<file path="src/rtl/shift_ctrl_8bits_if.sv">
// rtl/shift_ctrl_8bits_if.sv - byte handshake interface into the serializing shift controller
interface shift_ctrl_8bits_if;
  logic [7:0] data_in;
  logic       data_valid;
  logic       data_ready;

  modport master (output data_in, output data_valid, input data_ready);
  modport slave  (input data_in, input data_valid, output data_ready);
endinterface

</file>
<file path="src/rtl/shift_ctrl_8bits.sv">
// rtl/shift_ctrl_8bits.sv - drives load/shift strobes of an external 8-bit shift register
// Optional even-parity bit after the data shifts when SHIFT_CTRL_PARITY_EN is defined.
module shift_ctrl_8bits (
  input  logic                    clk,
  input  logic                    rst,
  shift_ctrl_8bits_if.slave       in_if,
  input  logic                    abort,
  input  logic                    fill_bit,
  output logic [7:0]              reg_D,
  output logic                    reg_load,
  output logic                    reg_shift,
  output logic                    reg_shift_in,
  output logic                    busy,
  output logic [3:0]              bit_cnt,
  output logic                    done
);

  localparam logic [2:0] S_IDLE   = 3'd0;
  localparam logic [2:0] S_LOAD   = 3'd1;
  localparam logic [2:0] S_SHIFT  = 3'd2;
`ifdef SHIFT_CTRL_PARITY_EN
  localparam logic [2:0] S_PARITY = 3'd3;
`endif
  localparam logic [2:0] S_DONE   = 3'd4;

  logic [2:0] state_q, state_d;
  logic [7:0] hold_q, hold_d;
  logic [7:0] load_val_q, load_val_d;
  logic       load_q, load_d;
  logic       shift_q, shift_d;
  logic       shift_in_q, shift_in_d;
  logic       done_q, done_d;
  logic [3:0] cnt_q, cnt_d;
  logic       accept;

  assign accept = in_if.data_valid && (state_q == S_IDLE);

  // Strobes are registered from the current state, so they trail the state register by one edge.
  always_comb begin
    state_d    = state_q;
    hold_d     = hold_q;
    load_val_d = load_val_q;
    load_d     = 1'b0;
    shift_d    = 1'b0;
    shift_in_d = 1'b0;
    done_d     = 1'b0;
    cnt_d      = cnt_q;
    case (state_q)
      S_IDLE: begin
        cnt_d = 4'd0;
        if (accept) begin
          hold_d  = in_if.data_in;
          state_d = S_LOAD;
        end
      end
      S_LOAD: begin
        load_val_d = hold_q;
        cnt_d      = 4'd0;
        if (abort) begin
          state_d = S_IDLE;
        end else begin
          load_d  = 1'b1;
          state_d = S_SHIFT;
        end
      end
      S_SHIFT: begin
        if (abort) begin
          cnt_d   = 4'd0;
          state_d = S_IDLE;
        end else begin
          shift_d    = 1'b1;
          shift_in_d = fill_bit;
          cnt_d      = cnt_q + 4'd1;
          if (cnt_q == 4'd7) begin
`ifdef SHIFT_CTRL_PARITY_EN
            state_d = S_PARITY;
`else
            state_d = S_DONE;
`endif
          end
        end
      end
`ifdef SHIFT_CTRL_PARITY_EN
      S_PARITY: begin
        if (abort) begin
          cnt_d   = 4'd0;
          state_d = S_IDLE;
        end else begin
          shift_d    = 1'b1;
          shift_in_d = ^hold_q;
          cnt_d      = cnt_q + 4'd1;
          state_d    = S_DONE;
        end
      end
`endif
      S_DONE: begin
        done_d  = 1'b1;
        state_d = S_IDLE;
      end
      default: begin
        cnt_d   = 4'd0;
        state_d = S_IDLE;
      end
    endcase
  end

  always_ff @(posedge clk or posedge rst) begin
    if (rst) begin
      state_q    <= S_IDLE;
      hold_q     <= 8'h00;
      load_val_q <= 8'h00;
      load_q     <= 1'b0;
      shift_q    <= 1'b0;
      shift_in_q <= 1'b0;
      done_q     <= 1'b0;
      cnt_q      <= 4'd0;
    end else begin
      state_q    <= state_d;
      hold_q     <= hold_d;
      load_val_q <= load_val_d;
      load_q     <= load_d;
      shift_q    <= shift_d;
      shift_in_q <= shift_in_d;
      done_q     <= done_d;
      cnt_q      <= cnt_d;
    end
  end

  assign in_if.data_ready = (state_q == S_IDLE);
  assign busy             = (state_q != S_IDLE);
  assign reg_D            = load_val_q;
  assign reg_load         = load_q;
  assign reg_shift        = shift_q;
  assign reg_shift_in     = shift_in_q;
  assign bit_cnt          = cnt_q;
  assign done             = done_q;

endmodule

</file>
<file path="src/flat_wrapper.sv">
// flat-port wrapper written by rule: the top's interface ports become plain ports
module shift_ctrl_8bits_flat 
  (clk, rst, abort, fill_bit, reg_D, reg_load, reg_shift, reg_shift_in, busy, bit_cnt, done, in_if_data_in, in_if_data_valid, in_if_data_ready);
  shift_ctrl_8bits_if in_if_i ();
  input  logic clk;
  input  logic rst;
  input  logic abort;
  input  logic fill_bit;
  output logic [7:0] reg_D;
  output logic reg_load;
  output logic reg_shift;
  output logic reg_shift_in;
  output logic busy;
  output logic [3:0] bit_cnt;
  output logic done;
  input wire logic [$bits(in_if_i.data_in)-1:0] in_if_data_in;
  input wire logic [$bits(in_if_i.data_valid)-1:0] in_if_data_valid;
  output wire logic [$bits(in_if_i.data_ready)-1:0] in_if_data_ready;
  assign in_if_i.data_in = in_if_data_in;
  assign in_if_i.data_valid = in_if_data_valid;
  assign in_if_data_ready = in_if_i.data_ready;
  shift_ctrl_8bits u_core (.clk(clk), .rst(rst), .in_if(in_if_i), .abort(abort), .fill_bit(fill_bit), .reg_D(reg_D), .reg_load(reg_load), .reg_shift(reg_shift), .reg_shift_in(reg_shift_in), .busy(busy), .bit_cnt(bit_cnt), .done(done));
endmodule
</file>
<file path="config.mk">
export PLATFORM = sky130hd
export DESIGN_NAME = shift_ctrl_8bits_flat
export DESIGN_NICKNAME = d
export VERILOG_FILES = /design/src/rtl/shift_ctrl_8bits_if.sv /design/src/rtl/shift_ctrl_8bits.sv /design/src/flat_wrapper.sv
export SDC_FILE = /design/constraint.sdc
export NUM_CORES = 1
export LEC_CHECK = 0
export BUFFER_PORTS_ARGS = -buffer_cell sky130_fd_sc_hd__clkbuf_2
export CAP_MARGIN = 0
export CORE_UTILIZATION = 53
export CTS_BUF_LIST = sky130_fd_sc_hd__clkbuf_8 sky130_fd_sc_hd__clkbuf_16
export CTS_CLUSTER_DIAMETER = 80
export DETAILED_ROUTE_END_ITERATION = 16
export PLACE_DENSITY = 0.81
export SYNTH_ARGS = -nofsm -noshare
export SYNTH_HDL_FRONTEND = slang
export SYNTH_SLANG_ARGS = --single-unit
export TNS_END_PERCENT = 50
</file>
<file path="constraint.sdc">
create_clock -name clk -period 4.3 [get_ports clk]
set_input_delay 0.43 -clock clk [delete_from_list [all_inputs] [get_ports clk]]
set_output_delay 0.43 -clock clk [all_outputs]
set_load 0.01 [all_outputs]
</file>
==> flow_summary.yaml <==
detailed_routing:
  drc: 0
  drtIter0Drc: 6
  wirelength_um: 1749
  drt-pass1-iter-count: 2
  antenna_left: 0
  drt-vias-per-instance: 5.008
  num_vias: 626
  wire_per_inst_um: 13.99
grt:
  grt_max_degree: 28
  antenna_found_initial: 0
  grt-ovfl-total: 0
  gr-usage-all-layers_pct: 18.35
  grt_pass1_vias: 623
  grt_pass1_wl_um: 2732
synth:
  synth_area_leader_cell: "dfrtp_1"
  synth_top_area_share_pct: 62.57
  synth_seq_cells: 27
  synth_area_leaders: "dfrtp_1 (63%), mux2_4 (11%), mux2_2 (9.4%)"
  syn_area_sq_um: 1080
  yosysUniqueCellTypes: 22
  synthCells: 67
  synth_flop_cell: "dfrtp_1"
  async_flop_share_pct: 100.0
  syn_nets: 81
  ys_seq_area_share_pct: 62.57
  syn_area_per_cell_sq_um: 16.12
  synth-edff-count: 0
  ys_warn_count: 0
setup_path:
  startpoint_type: "flip-flop"
  cp-end-kind: "primary output"
  setup.worst_path.class: "flip-flop to primary output"
  crit_arrival_ps: 1280
  critPathMaxFanout: 4
  cp.required_ps: 3870
sta:
  hold_violations: 0
  setup_violations: 0
  layout_worst_path_cycle_share_pct: 39.78
  relSlewSlack_pct: 35.56
  drv_slew: 0
  tightest_slew_ps: 965.6
  rsz0062_at_grt: "false"
  skew_ps: 4.001
  setup_tns_ps: 0
  finalWorstSetupSlack_ps: 2589
  max_freq_mhz: 584.6
  period_needed_ps: 1711
final_layout:
  drive_gt1_share_pct: 56.00
  syn_to_final_growth_pct: 19.23
  n_antenna_cell: 0
  mostFrequentLayoutCells: "clkbuf_2 (30), dfrtp_1 (27), mux2_2 (9)"
  fill_cells: 148
  nNetsFinal: 115
  final_common_cell: "clkbuf_2"
placed_design:
  io_buffers: 30
  dp_hpwl_um: 1297
  post-place-ws_ps: 2723
  gp_congestion: 0.7173
clock_tree:
  cts_buffers: 3
  max-clock-path-buffers: 2
  clkTransAtPathRegs_ps: 80
  post-cts-setup-buffers: 0
  holdBufCountCts: 0
  cts_tree: "done"
  cts_sinks: 27
  cts_resized: 0
  cts-root-buf: "clkbuf_8"
  ctsHtreeMaxLevel: 1
  clk-insertion-delay-late_ps: 270
floorplanning:
  die-area_sq_um: 2222
  start_util_pct: 59.31
  rows: 15
  core-area_sq_um: 1821
  ioPinCount: 31
  chipHeight_um: 47.14
  die_x_um: 47.14
power:
  total_power_w: 0.0006756
  p_seq_share_pct: 52.6
  p_comb_share_pct: 26.8
  swShare_pct: 28.03
  switchingPower_w: 0.0001893
  p_per_area_nw_per_um2: 524.7
  power.share.clock_pct: 20.6
  leakage_nw: 0.6499
  ir_worst_vdd_mv: 0.4382
  internal-power_w: 0.0004862
run:
  maxCapViolCount: 0
outcome:
  outcome: "finished, final reports clean"
worst_hold_path:
  worstHoldPathType: "input port to flip-flop"
metal layers:
layer | wire, um | share of wire [%] | track usage, % | vias up
li1 | - | - | - | 300
met1 | 796 | 46 | 24.09 | 308
met2 | 875 | 50 | 31.11 | 16
met3 | 53 | 3.0 | 2.692 | 2
met4 | 23 | 1.3 | 6.857 | 0
met5 | 0 | 0 | 0 | -
cell families after synthesis:
kind of cell / synth area share [%]
XOR/XNOR: 0.8113
AND/OR/NAND/NOR: 8.921
adder cells (fa/ha/maj): 1.159
buffers and inverters: 2.897
flip-flops: 62.57
multiplexers: 20.51
AO/OA/AOI/OAI: 3.128
power groups by stage:
stage | Combinational [W] | Sequential [W] | Clock, W
global placement | 0.000176 | 0.000353 | 0
detailed placement | 0.000185 | 0.000361 | 0
finish | 0.000181 | 0.000355 | 0.000139
floorplan | 0.000103 | 0.000371 | 0
global route | 0.000197 | 0.000362 | 0.000150
CTS | 0.000185 | 0.000356 | 0.000145
state kept, by name, summed over array words and instances (netlist names):
name and cells:
u_core.reg_shift 1, u_core.hold_q 8, u_core.reg_D 8, u_core.reg_shift_in 1
u_core.done 1, u_core.state_q 3, u_core.bit_cnt 4, u_core.reg_load 1
worst max-delay path: stages, from the launching register on:
cell and delay (ps):
dfrtp_1 420, or3_4 410, inv_2 70, clkbuf_2 120
stage by stage:
stage	util, %	hold slack, ps	cells	cell area [sq um]
after floorplan	-	476.2	67	1080
after global placement	68.18	490.4	121	1241
after detailed placement	68.18	493.3	121	1241
after CTS	70.72	347.8	125	1287
after global routing	70.72	352.2	125	1287
final	70.72	352.6	125	1287
final timing paths:
check	to	start	cells after the start	slack, ps
min in group asynchronous	u_core.hold_q[6]	rst	2	360
worst max register to register	u_core.reg_D[7]	u_core.state_q[1]	2	2710
max in group asynchronous	u_core.reg_load	rst	2	3360
worst max-delay path	in_if_data_ready	u_core.state_q[0]	3	2590
worst min register to register	u_core.hold_q[4]	u_core.hold_q[4]	1	510
worst min-delay path	u_core.reg_load	abort	2	350
layout make-up:
cell class	count	area, sq um	share of cell area (%)
Multi-Input combinational cell	36	372.9	28.96
Clock inverter	1	5.005	0.3887
Clock buffer	3	41.29	3.207
Tap cell	25	31.28	2.430
Timing Repair Buffer	30	150.1	11.66
Sequential cell	27	675.6	52.48
Inverter	3	11.26	0.8746
synthesized netlist by cell type (2+ instances only):
| master | count |
|---|---|
| nor3b_1 | 2 |
| mux2_4 | 8 |
| dfrtp_1 | 27 |
| nand2b_1 | 2 |
| mux2_2 | 9 |
| a22o_1 | 2 |
| inv_1 | 2 |
Note: power is estimated with default switching activity, not from simulation.
